**src/rtl/pll_seq_pkg.sv**
```systemverilog
// Shared types and helpers for the PLL reset sequencer: FSM states, the
// registered output bundle and the timer width calculation.
package pll_seq_pkg;

  typedef enum logic [2:0] {
    PLL_RST,
    WAIT_LOCK,
    STABLE,
    RUN,
    FAIL
  } seq_state_e;

  typedef struct packed {
    logic pll_rst;
    logic core_rst;
    logic ready;
    logic fail;
  } seq_out_t;

  // One timer serves every state, so size it for the longest interval.
  function automatic int tmr_width(input int a, input int b, input int c);
    int m;
    m = (a > b) ? a : b;
    m = (m > c) ? m : c;
    return $clog2(m) + 1;
  endfunction

  function automatic seq_out_t dec_outs(input seq_state_e s);
    seq_out_t o;
    o.pll_rst  = (s == PLL_RST);
    o.core_rst = (s != RUN);
    o.ready    = (s == RUN);
    o.fail     = (s == FAIL);
    return o;
  endfunction

endpackage

```
**src/rtl/pll_reset_sequencer_if.sv**
```systemverilog
// PLL control pair: reset into the PLL, lock status back out of it.
interface pll_reset_sequencer_if;
  logic pll_rst;
  logic pll_locked;

  modport master (output pll_rst, input pll_locked);
  modport slave  (input pll_rst, output pll_locked);
endinterface

```
**src/rtl/sync_2ff.sv**
```systemverilog
// Two-flop synchroniser for asynchronous status bits, cleared by reset.
module sync_2ff #(
  parameter int W = 1
) (
  input  logic         clk,
  input  logic         rst,
  input  logic [W-1:0] d,
  output logic [W-1:0] q
);

  logic [W-1:0] s1;

  always_ff @(posedge clk) begin
    if (rst) begin
      s1 <= '0;
      q  <= '0;
    end else begin
      s1 <= d;
      q  <= s1;
    end
  end

endmodule

```
**src/rtl/pll_reset_sequencer.sv**
```systemverilog
// Pulses the PLL reset, waits for a continuously stable lock before releasing
// core reset, retries on lock timeout and re-arms the PLL on lock loss.
module pll_reset_sequencer
  import pll_seq_pkg::*;
#(
  parameter int RST_PULSE    = 16,
  parameter int LOCK_TIMEOUT = 50000,
  parameter int LOCK_STABLE  = 1024,
  parameter int MAX_RETRY    = 7,
  parameter int CNT_W        = 8
) (
  input  logic                     clk_sys,
  input  logic                     rst,
  pll_reset_sequencer_if.master    pll,
  output logic                     core_rst,
  output logic                     ready,
  output logic                     fail,
  output logic [CNT_W-1:0]         retry_cnt,
  output logic [CNT_W-1:0]         loss_cnt
);

  localparam int TW = tmr_width(RST_PULSE, LOCK_TIMEOUT, LOCK_STABLE);
  localparam logic [TW-1:0]    RP_END  = TW'(RST_PULSE - 1);
  localparam logic [TW-1:0]    LT_END  = TW'(LOCK_TIMEOUT - 1);
  localparam logic [TW-1:0]    LS_END  = TW'(LOCK_STABLE - 1);
  localparam logic [7:0]       MR      = 8'(MAX_RETRY);
  localparam logic [CNT_W-1:0] CNT_MAX = '1;

  seq_state_e    state;
  seq_out_t      outs;
  logic [TW-1:0] tmr;
  logic [7:0]    attempts;
  logic          lk;

  sync_2ff #(.W(1)) u_lk_sync (
    .clk (clk_sys),
    .rst (rst),
    .d   (pll.pll_locked),
    .q   (lk)
  );

  // Outputs are registered alongside the state so they change on the same edge.
  assign pll.pll_rst = outs.pll_rst;
  assign core_rst    = outs.core_rst;
  assign ready       = outs.ready;
  assign fail        = outs.fail;

  always_ff @(posedge clk_sys) begin
    if (rst) begin
      state     <= PLL_RST;
      outs      <= dec_outs(PLL_RST);
      tmr       <= '0;
      attempts  <= '0;
      retry_cnt <= '0;
      loss_cnt  <= '0;
    end else begin
      tmr <= tmr + 1'b1;
      unique case (state)
        PLL_RST: begin
          if (tmr == RP_END) begin
            state <= WAIT_LOCK;
            outs  <= dec_outs(WAIT_LOCK);
            tmr   <= '0;
          end
        end
        WAIT_LOCK: begin
          // Lock takes priority over a coincident timeout.
          if (lk) begin
            state <= STABLE;
            outs  <= dec_outs(STABLE);
            tmr   <= '0;
          end else if (tmr == LT_END) begin
            tmr <= '0;
            if (attempts == MR) begin
              state <= FAIL;
              outs  <= dec_outs(FAIL);
            end else begin
              state     <= PLL_RST;
              outs      <= dec_outs(PLL_RST);
              attempts  <= attempts + 1'b1;
              retry_cnt <= (retry_cnt == CNT_MAX) ? retry_cnt : retry_cnt + 1'b1;
            end
          end
        end
        STABLE: begin
          // A lock glitch restarts the wait without costing an attempt.
          if (!lk) begin
            state <= WAIT_LOCK;
            outs  <= dec_outs(WAIT_LOCK);
            tmr   <= '0;
          end else if (tmr == LS_END) begin
            state    <= RUN;
            outs     <= dec_outs(RUN);
            tmr      <= '0;
            attempts <= '0;
          end
        end
        RUN: begin
          tmr <= '0;
          if (!lk) begin
            state    <= PLL_RST;
            outs     <= dec_outs(PLL_RST);
            loss_cnt <= (loss_cnt == CNT_MAX) ? loss_cnt : loss_cnt + 1'b1;
          end
        end
        FAIL: begin
          tmr <= '0;
        end
        default: begin
          state <= PLL_RST;
          outs  <= dec_outs(PLL_RST);
          tmr   <= '0;
        end
      endcase
    end
  end

endmodule

```
**src/flat_wrapper.sv**
```systemverilog
// flat-port wrapper written by rule: the top's interface ports become plain ports
module pll_reset_sequencer_flat import pll_seq_pkg::*;
#(
  parameter int RST_PULSE    = 16,
  parameter int LOCK_TIMEOUT = 50000,
  parameter int LOCK_STABLE  = 1024,
  parameter int MAX_RETRY    = 7,
  parameter int CNT_W        = 8
)
  (clk_sys, rst, core_rst, ready, fail, retry_cnt, loss_cnt, pll_pll_rst, pll_pll_locked);
  pll_reset_sequencer_if pll_i ();
  input  logic clk_sys;
  input  logic rst;
  output logic core_rst;
  output logic ready;
  output logic fail;
  output logic [CNT_W-1:0] retry_cnt;
  output logic [CNT_W-1:0] loss_cnt;
  output wire logic [$bits(pll_i.pll_rst)-1:0] pll_pll_rst;
  input wire logic [$bits(pll_i.pll_locked)-1:0] pll_pll_locked;
  assign pll_pll_rst = pll_i.pll_rst;
  assign pll_i.pll_locked = pll_pll_locked;
  pll_reset_sequencer #(.RST_PULSE(RST_PULSE), .LOCK_TIMEOUT(LOCK_TIMEOUT), .LOCK_STABLE(LOCK_STABLE), .MAX_RETRY(MAX_RETRY), .CNT_W(CNT_W)) u_core (.clk_sys(clk_sys), .rst(rst), .pll(pll_i), .core_rst(core_rst), .ready(ready), .fail(fail), .retry_cnt(retry_cnt), .loss_cnt(loss_cnt));
endmodule
```
**config.mk**
```make
export PLATFORM = sky130hd
export DESIGN_NAME = pll_reset_sequencer_flat
export DESIGN_NICKNAME = d
export VERILOG_FILES = /design/src/rtl/pll_seq_pkg.sv /design/src/rtl/pll_reset_sequencer_if.sv /design/src/rtl/sync_2ff.sv /design/src/rtl/pll_reset_sequencer.sv /design/src/flat_wrapper.sv
export SDC_FILE = /design/constraint.sdc
export NUM_CORES = 1
export LEC_CHECK = 0
export BUFFER_PORTS_ARGS = -buffer_cell sky130_fd_sc_hd__buf_2
export CAP_MARGIN = 20
export CORE_ASPECT_RATIO = 0.8
export CORE_UTILIZATION = 50
export DETAILED_ROUTE_END_ITERATION = 12
export PLACE_DENSITY = 0.69
export SLEW_MARGIN = 10
export SYNTH_ARGS = -nofsm -noshare
export SYNTH_HDL_FRONTEND = slang
export SYNTH_SLANG_ARGS = --single-unit
```
**constraint.sdc**
```tcl
create_clock -name clk_sys -period 2.43 [get_ports clk_sys]
set_clock_uncertainty 0.2 [all_clocks]
set_input_delay 0.3645 -clock clk_sys [delete_from_list [all_inputs] [get_ports clk_sys]]
set_output_delay 0.3645 -clock clk_sys [all_outputs]
set_load 0.02 [all_outputs]
```
# After elaboration in Yosys (flattened, before gate mapping)
# Cells that the tools add are included.
[totals]
ff_bits = 50
in_bits = 3
out_inout_bits = 20
wordCells = 73
[op_classes]
add_sub_neg = 4
eq_ne = 19
mux = 28
bitwise_logic = 5
n_reduce_logical = 6
[op_table]
columns = ["op", "n"]
rows = [
  ["$mux 17", 5],
  ["$pmux 17 s3", 1],
  ["$mux 8", 5],
  ["$mux 4", 7],
  ["$add 8x1->8 const B", 3],
  ["$mux 3", 7],
  ["$pmux 4 s5", 1],
  ["$add 17x1->17 const B", 1],
  ["$eq 17x10->1 const B", 1],
  ["$eq 17x16->1 const B", 1],
  ["$eq 17x4->1 const B", 1],
  ["$eq 8x8->1 const B", 2],
  ["$pmux 8 s2", 1],
  ["$pmux 3 s5", 1],
  ["$reduce_and 5->1", 2],
  ["$eq 8x3->1 const B", 1],
  ["$ne 2x2->1 const B", 4],
  ["$eq 3x2->1 const B", 2],
  ["$ne 2x1->1 const B", 3],
  ["$ne 3x2->1 const B", 2],
  ["$reduce_and 6->1", 1],
  ["$not 1->1", 5],
  ["$eq 3x1->1 const B", 1],
  ["$eq 3x3->1 const B", 1],
  ["other kinds (3)", 3],
]

# Depth between registers and ports, before layout
[logic_depth]
word_depth = 5
depth_mapped = 10
ltp_nobuf = 7

# Modules after synthesis
# A second synthesis with hierarchy kept.
[hier_totals]
cells_unflattened = 269
hier_area_um2 = 2334.7
[modules_own_cells]
columns = ["mod", "n_inst", "cells_each", "area_each_um2", "seq_area_each_um2"]
rows = [
  ["pll_reset_sequencer", 1, 265, 2282.2, 940.9],
  ["sync_2ff", 1, 4, 52.6, 40.0],
]

# Worst setup path after synthesis
# OpenSTA, ideal clock, no wires.
[synth_timing]
kind = "register to register"
startpoint = "register u_core.tmr[0]"
endpoint = "register u_core.tmr[12]"
setup_time_ns = 0.115
arrival_ns = 1.765
t_required_ns = 2.115
setup_slack_ns = 0.351
stages_incl_launch_ff = 11
n_path_buf = 3
period_less_slack_ns = 2.079
path_cell_list = "dfxtp_1 -> ha_1 -> nand3_1 -> or3_1 -> buf_6 -> or2_1 -> nand2b_1 -> a31o_2 -> buf_6 -> buf_12 -> nor2_1"
[synth_via]
elab_chain_len = 4
elab_cells_between_ends = 10
cone_classes = "add/sub: 1; eq/ne: 3; mux: 6"
[synth_rtl]
columns = ["element", "line", "rtl"]
rows = [
  ["start: declaration", "pll_reset_sequencer.sv:31", "logic [TW-1:0] tmr;"],
  ["start signal: assignment", "pll_reset_sequencer.sv:57", "tmr <= tmr + 1'b1;"],
  ["$add 17x1->17 (tied with other cells)", "pll_reset_sequencer.sv:57", ""],
  ["$mux 17 (on tied branches)", "pll_reset_sequencer.sv:91, pll_reset_sequencer.sv:72", ""],
  ["$mux 17 (on tied branches)", "pll_reset_sequencer.sv:87, pll_reset_sequencer.sv:68", ""],
  ["$pmux 17 s3 *", "pll_reset_sequencer.sv:58", "unique case (state)"],
]
# Every way passes the cells marked *; elsewhere a longest branch is shown, timed or not.
# A chain may end at the register's enable or synchronous reset.

# Worst setup path in the final report
[layout_timing]
startpoint = "register u_core.tmr[0]"
endpoint = "register u_core.attempts[3]"
[layout_via]
elab_chain_len = 3
elab_cells_between_ends = 5
cone_classes = "eq/ne: 4; reduce/logical: 1"
[layout_rtl]
columns = ["element", "line", "rtl"]
rows = [
  ["$eq 17x10->1 or $eq 17x16->1 (tied branches)", "pll_reset_sequencer.sv:91, pll_reset_sequencer.sv:72", ""],
  ["$ne 2x1->1 (no source line)", "n/a", ""],
  ["$reduce_and 6->1 (no source line) *", "n/a", ""],
  ["end signal: assignment", "pll_reset_sequencer.sv:80", "attempts <= attempts + 1'b1;"],
  ["end: declaration", "pll_reset_sequencer.sv:32", "logic [7:0] attempts;"],
]
# Marks and branches as above.

==> metrics <==
overall die area about 5000 µm²; CP bufs+invs 0; Mapped Avg Cell Area 8.52 µm²; Core Box Area 4280 µm²; Synth Area in Simple Gates between 20 and 30%; input/output buffers 22; Hold WC Path Type in -> reg; Int Pwr roughly 0.0011 W; Post-DRT Antenna Nets 0; Final Max Slew Viols 0; Data required, critical path ~2400 ps; largest family of logic cells by synthesized area simple AND/OR/NAND/NOR gates; HPWL reported at the end of detailed placement between 2 and 3 mm; switching power a little over 0.0004 W; critical path capture point type flip-flop; RSZ-0062 raised after global routing no; met3 Resource Use GR roughly 4.4%; synthesized-area fraction occupied by adder cells ~2.2%; Pwr Total roughly 0.0015 W; part of the power in combinational logic a little under an eighth; Setup CP Type reg -> reg; status completed; Post-Layout Cell Count 350; Clock Path Buffers 2; P per Cell Area between 500 and 600 nW/µm²; Rows 21; initial detailed-routing violation count ~100; max_slew headroom 66.1%; number of vias per cell ~5.3; Worst-path clk slew 90 ps; Num Clock Sinks 49; initial antenna violation count 0; Mapped Area 2290 µm²; ANT cells 0; Synth Register Bits 49; Max VDD drop 0.348 mV; Vert. Die Dim 62.6 µm; commonest non-fill, non-tap cell in the layout nor2_1; Seq/Total Area, Yosys about 43%; mux share of post-synthesis cell area under 10%; Initial DRT Pass Iterations 4; async set-reset flop share out of synthesis 0%; Setup crit start kind flip-flop; total CTS buffers 5; WHS Endpoint u_core.u_lk_sync.s1$_SDFF_PP0_; flop-to-flop setup slack around 210 ps; CP max stage delay 440 ps; Root Driver clkbuf_8; Slew @ Worst Pin a little over 500 ps; # DRC 0; critical-path cell list ha_1, nand3_1, or3_1, o31ai_2, a21oi_2, o21ai_0, o31ai_1; post-cts hold buffer count 0; arrival time of the worst setup path around 2200 ps; Flop pwr share around 56%; placed cell count around 340; first-pass GRT wire length ~7.3 mm; Hold Startpoint pll_pll_locked; CTS tree built; Die X approximately 78 µm; most frequent cells in the layout 55 x nor2_1, 49 x dfxtp_1, 22 x buf_2; worst-path fanout max 6; reg2reg start u_core.tmr[0]$_SDFF_PP0_; setup TNS 0 ps; GPL Wtd Cong 0.822; Netlist cell types 43; vias in the first global route between 1500 and 2000; crit share post-route between 90 and 100%; area grow syn2layout 10.3%; final setup fails 0; Leak a little under 1 nW; routed wire length per instance between 10 and 15 µm; met2 Use GR around a quarter; Post-synth EDFFs 0; fin crit period approximately 2200 ps; RR Endpoint u_core.attempts[3]$_SDFFE_PP0P_; # IOs 23; GR Util All Layers around a fifth; Clk pwr share around a third; Post-Route WL between 4 and 5 mm; Most Crowded Layer GR met1; via count between 1500 and 2000; Worst Reg-to-Reg Cells 7; largest net degree at the start of global routing 31; Nets 299; synth warn 0; share of layout cells above drive strength 1 a little over an eighth; sw frac 27.2%; critical path's slowest cell or3_1; Congestion Overflow GR 0; H-tree level count 2; ys flop type dfxtp_1; Worst Hold Path Cells 2; Hold Violations, Final 0; MaxCap Viol Count 0; worst skew pair latency between 300 and 400 ps; Mapped Cells ~270; post-synthesis xor/xnor area fraction approximately a tenth; Fmax achieved about 0.45 GHz; CP delay by family, top compound AO/OA/AOI/OAI gates; Syn Nets approximately 280; Initial Utilization 53.5%; Synth Area in Compound Gates between 10% and 20%; met1 usage a little over a quarter
## what timing repair did
item,CTS,global route
setup endpoints to repair,0,8
setup buffers,0,1
gates resized for setup,0,1
## synth_stat cells (4+ instances only)
| master | number | share of area [%] |
|---|---|---|
| a21oi_1 | 7 | 1.5 |
| and3_1 | 6 | 1.6 |
| clkbuf_1 | 5 | 0.82 |
| dfxtp_1 | 49 | 43 |
| ha_1 | 4 | 2.2 |
| inv_1 | 4 | 0.65 |
| nand2_1 | 17 | 2.8 |
| nand3_1 | 20 | 4.4 |
| nand4_1 | 8 | 2.2 |
| nor2_1 | 55 | 9.0 |
| nor2b_1 | 6 | 1.6 |
| nor3_1 | 8 | 1.7 |
| o21ai_0 | 8 | 1.7 |
| o31ai_1 | 4 | 1.3 |
| or3_1 | 4 | 1.1 |
| xnor2_1 | 11 | 4.2 |
| xor2_1 | 16 | 6.1 |
## power groups by stage
stage	logic, W	clock network [W]	registers, W
5_1_grt	0.000209	0.000527	0.000859
3_3_place_gp	0.000172	0	0.000872
4_1_cts	0.000173	0.000494	0.000854
6_report	0.000182	0.000481	0.000854
3_5_place_dp	0.000173	0	0.000872
2_1_floorplan	0.000153	0	0.000872
## area by class of cell
| class | instances | area, µm² |
|---|---|---|
| Sequential cell | 49 | 981 |
| Timing Repair Buffer | 26 | 140 |
| Multi-Input combinational cell | 206 | 1230 |
| Inverter | 4 | 15.0 |
| Tap cell | 57 | 71.3 |
| Clock buffer | 6 | 72.6 |
| Clock inverter | 2 | 15.0 |
| Fill cell | 399 | 1750 |
## sequential cells by signal (all words and copies together) (netlist names)
name,flops
u_core.tmr,17
u_core.attempts,8
u_core.loss_cnt,8
u_core.retry_cnt,8
u_core.state,3
u_core.core_rst,1
u_core.pll.pll_rst,1
u_core.ready,1
u_core.u_lk_sync.q,1
u_core.u_lk_sync.s1,1
## metal layers
layer  share of wire, %  up-vias
met4                1.8        0
met2                 40       29
met1                 54      863
met5                  0        -
li1                   -      970
met3                3.8        8
## worst max-delay path by stage
stage / startpoint / endpoint / slack, ps / depth (start not counted)
final: u_core.tmr[0]$_SDFF_PP0_ / u_core.attempts[3]$_SDFFE_PP0P_ / 210 / 7
after global routing: u_core.tmr[0]$_SDFF_PP0_ / u_core.core_rst$_SDFFE_PP1P_ / 40 / 8
after CTS: u_core.tmr[0]$_SDFF_PP0_ / u_core.tmr[7]$_SDFF_PP0_ / 160 / 7
after detailed placement: u_core.tmr[0]$_SDFF_PP0_ / u_core.tmr[11]$_SDFF_PP0_ / 170 / 7
after global placement: u_core.tmr[0]$_SDFF_PP0_ / u_core.pll.pll_rst$_SDFFE_PP1P_ / 220 / 7
after floorplan: u_core.tmr[0]$_SDFF_PP0_ / u_core.tmr[12]$_SDFF_PP0_ / 350 / 10
## worst register-to-register path, delay by kind of cell (launching register included)
family / cells / cell delay, ps
flip-flops: 1 / 360
AND/OR/NAND/NOR: 2 / 540
adder cells (fa/ha/maj): 1 / 210
AO/OA/AOI/OAI: 4 / 810
## logic make-up (layout without fill, tap and decap cells)
logic type,count (synthesis),count (layout)
AND/OR/NAND/NOR,138,138
buffers and inverters,14,38
multiplexers,3,3
AO/OA/AOI/OAI,34,34
adder cells (fa/ha/maj),4,4
flip-flops,49,49
XOR/XNOR,27,27
## stage by stage
step                setup slack, ps  cell area, µm²  utilization, %  hold WS (ps)
detailed placement              166            2420            56.6           225
global placement                217            2420            56.6           216
finish                          212            2530            59.0          60.6
global route                   36.1            2530            59.0          55.8
CTS                             161            2510            58.7          52.3
floorplan                       351            2290               -           214
No activity file was read; power rests on OpenSTA's default activity.
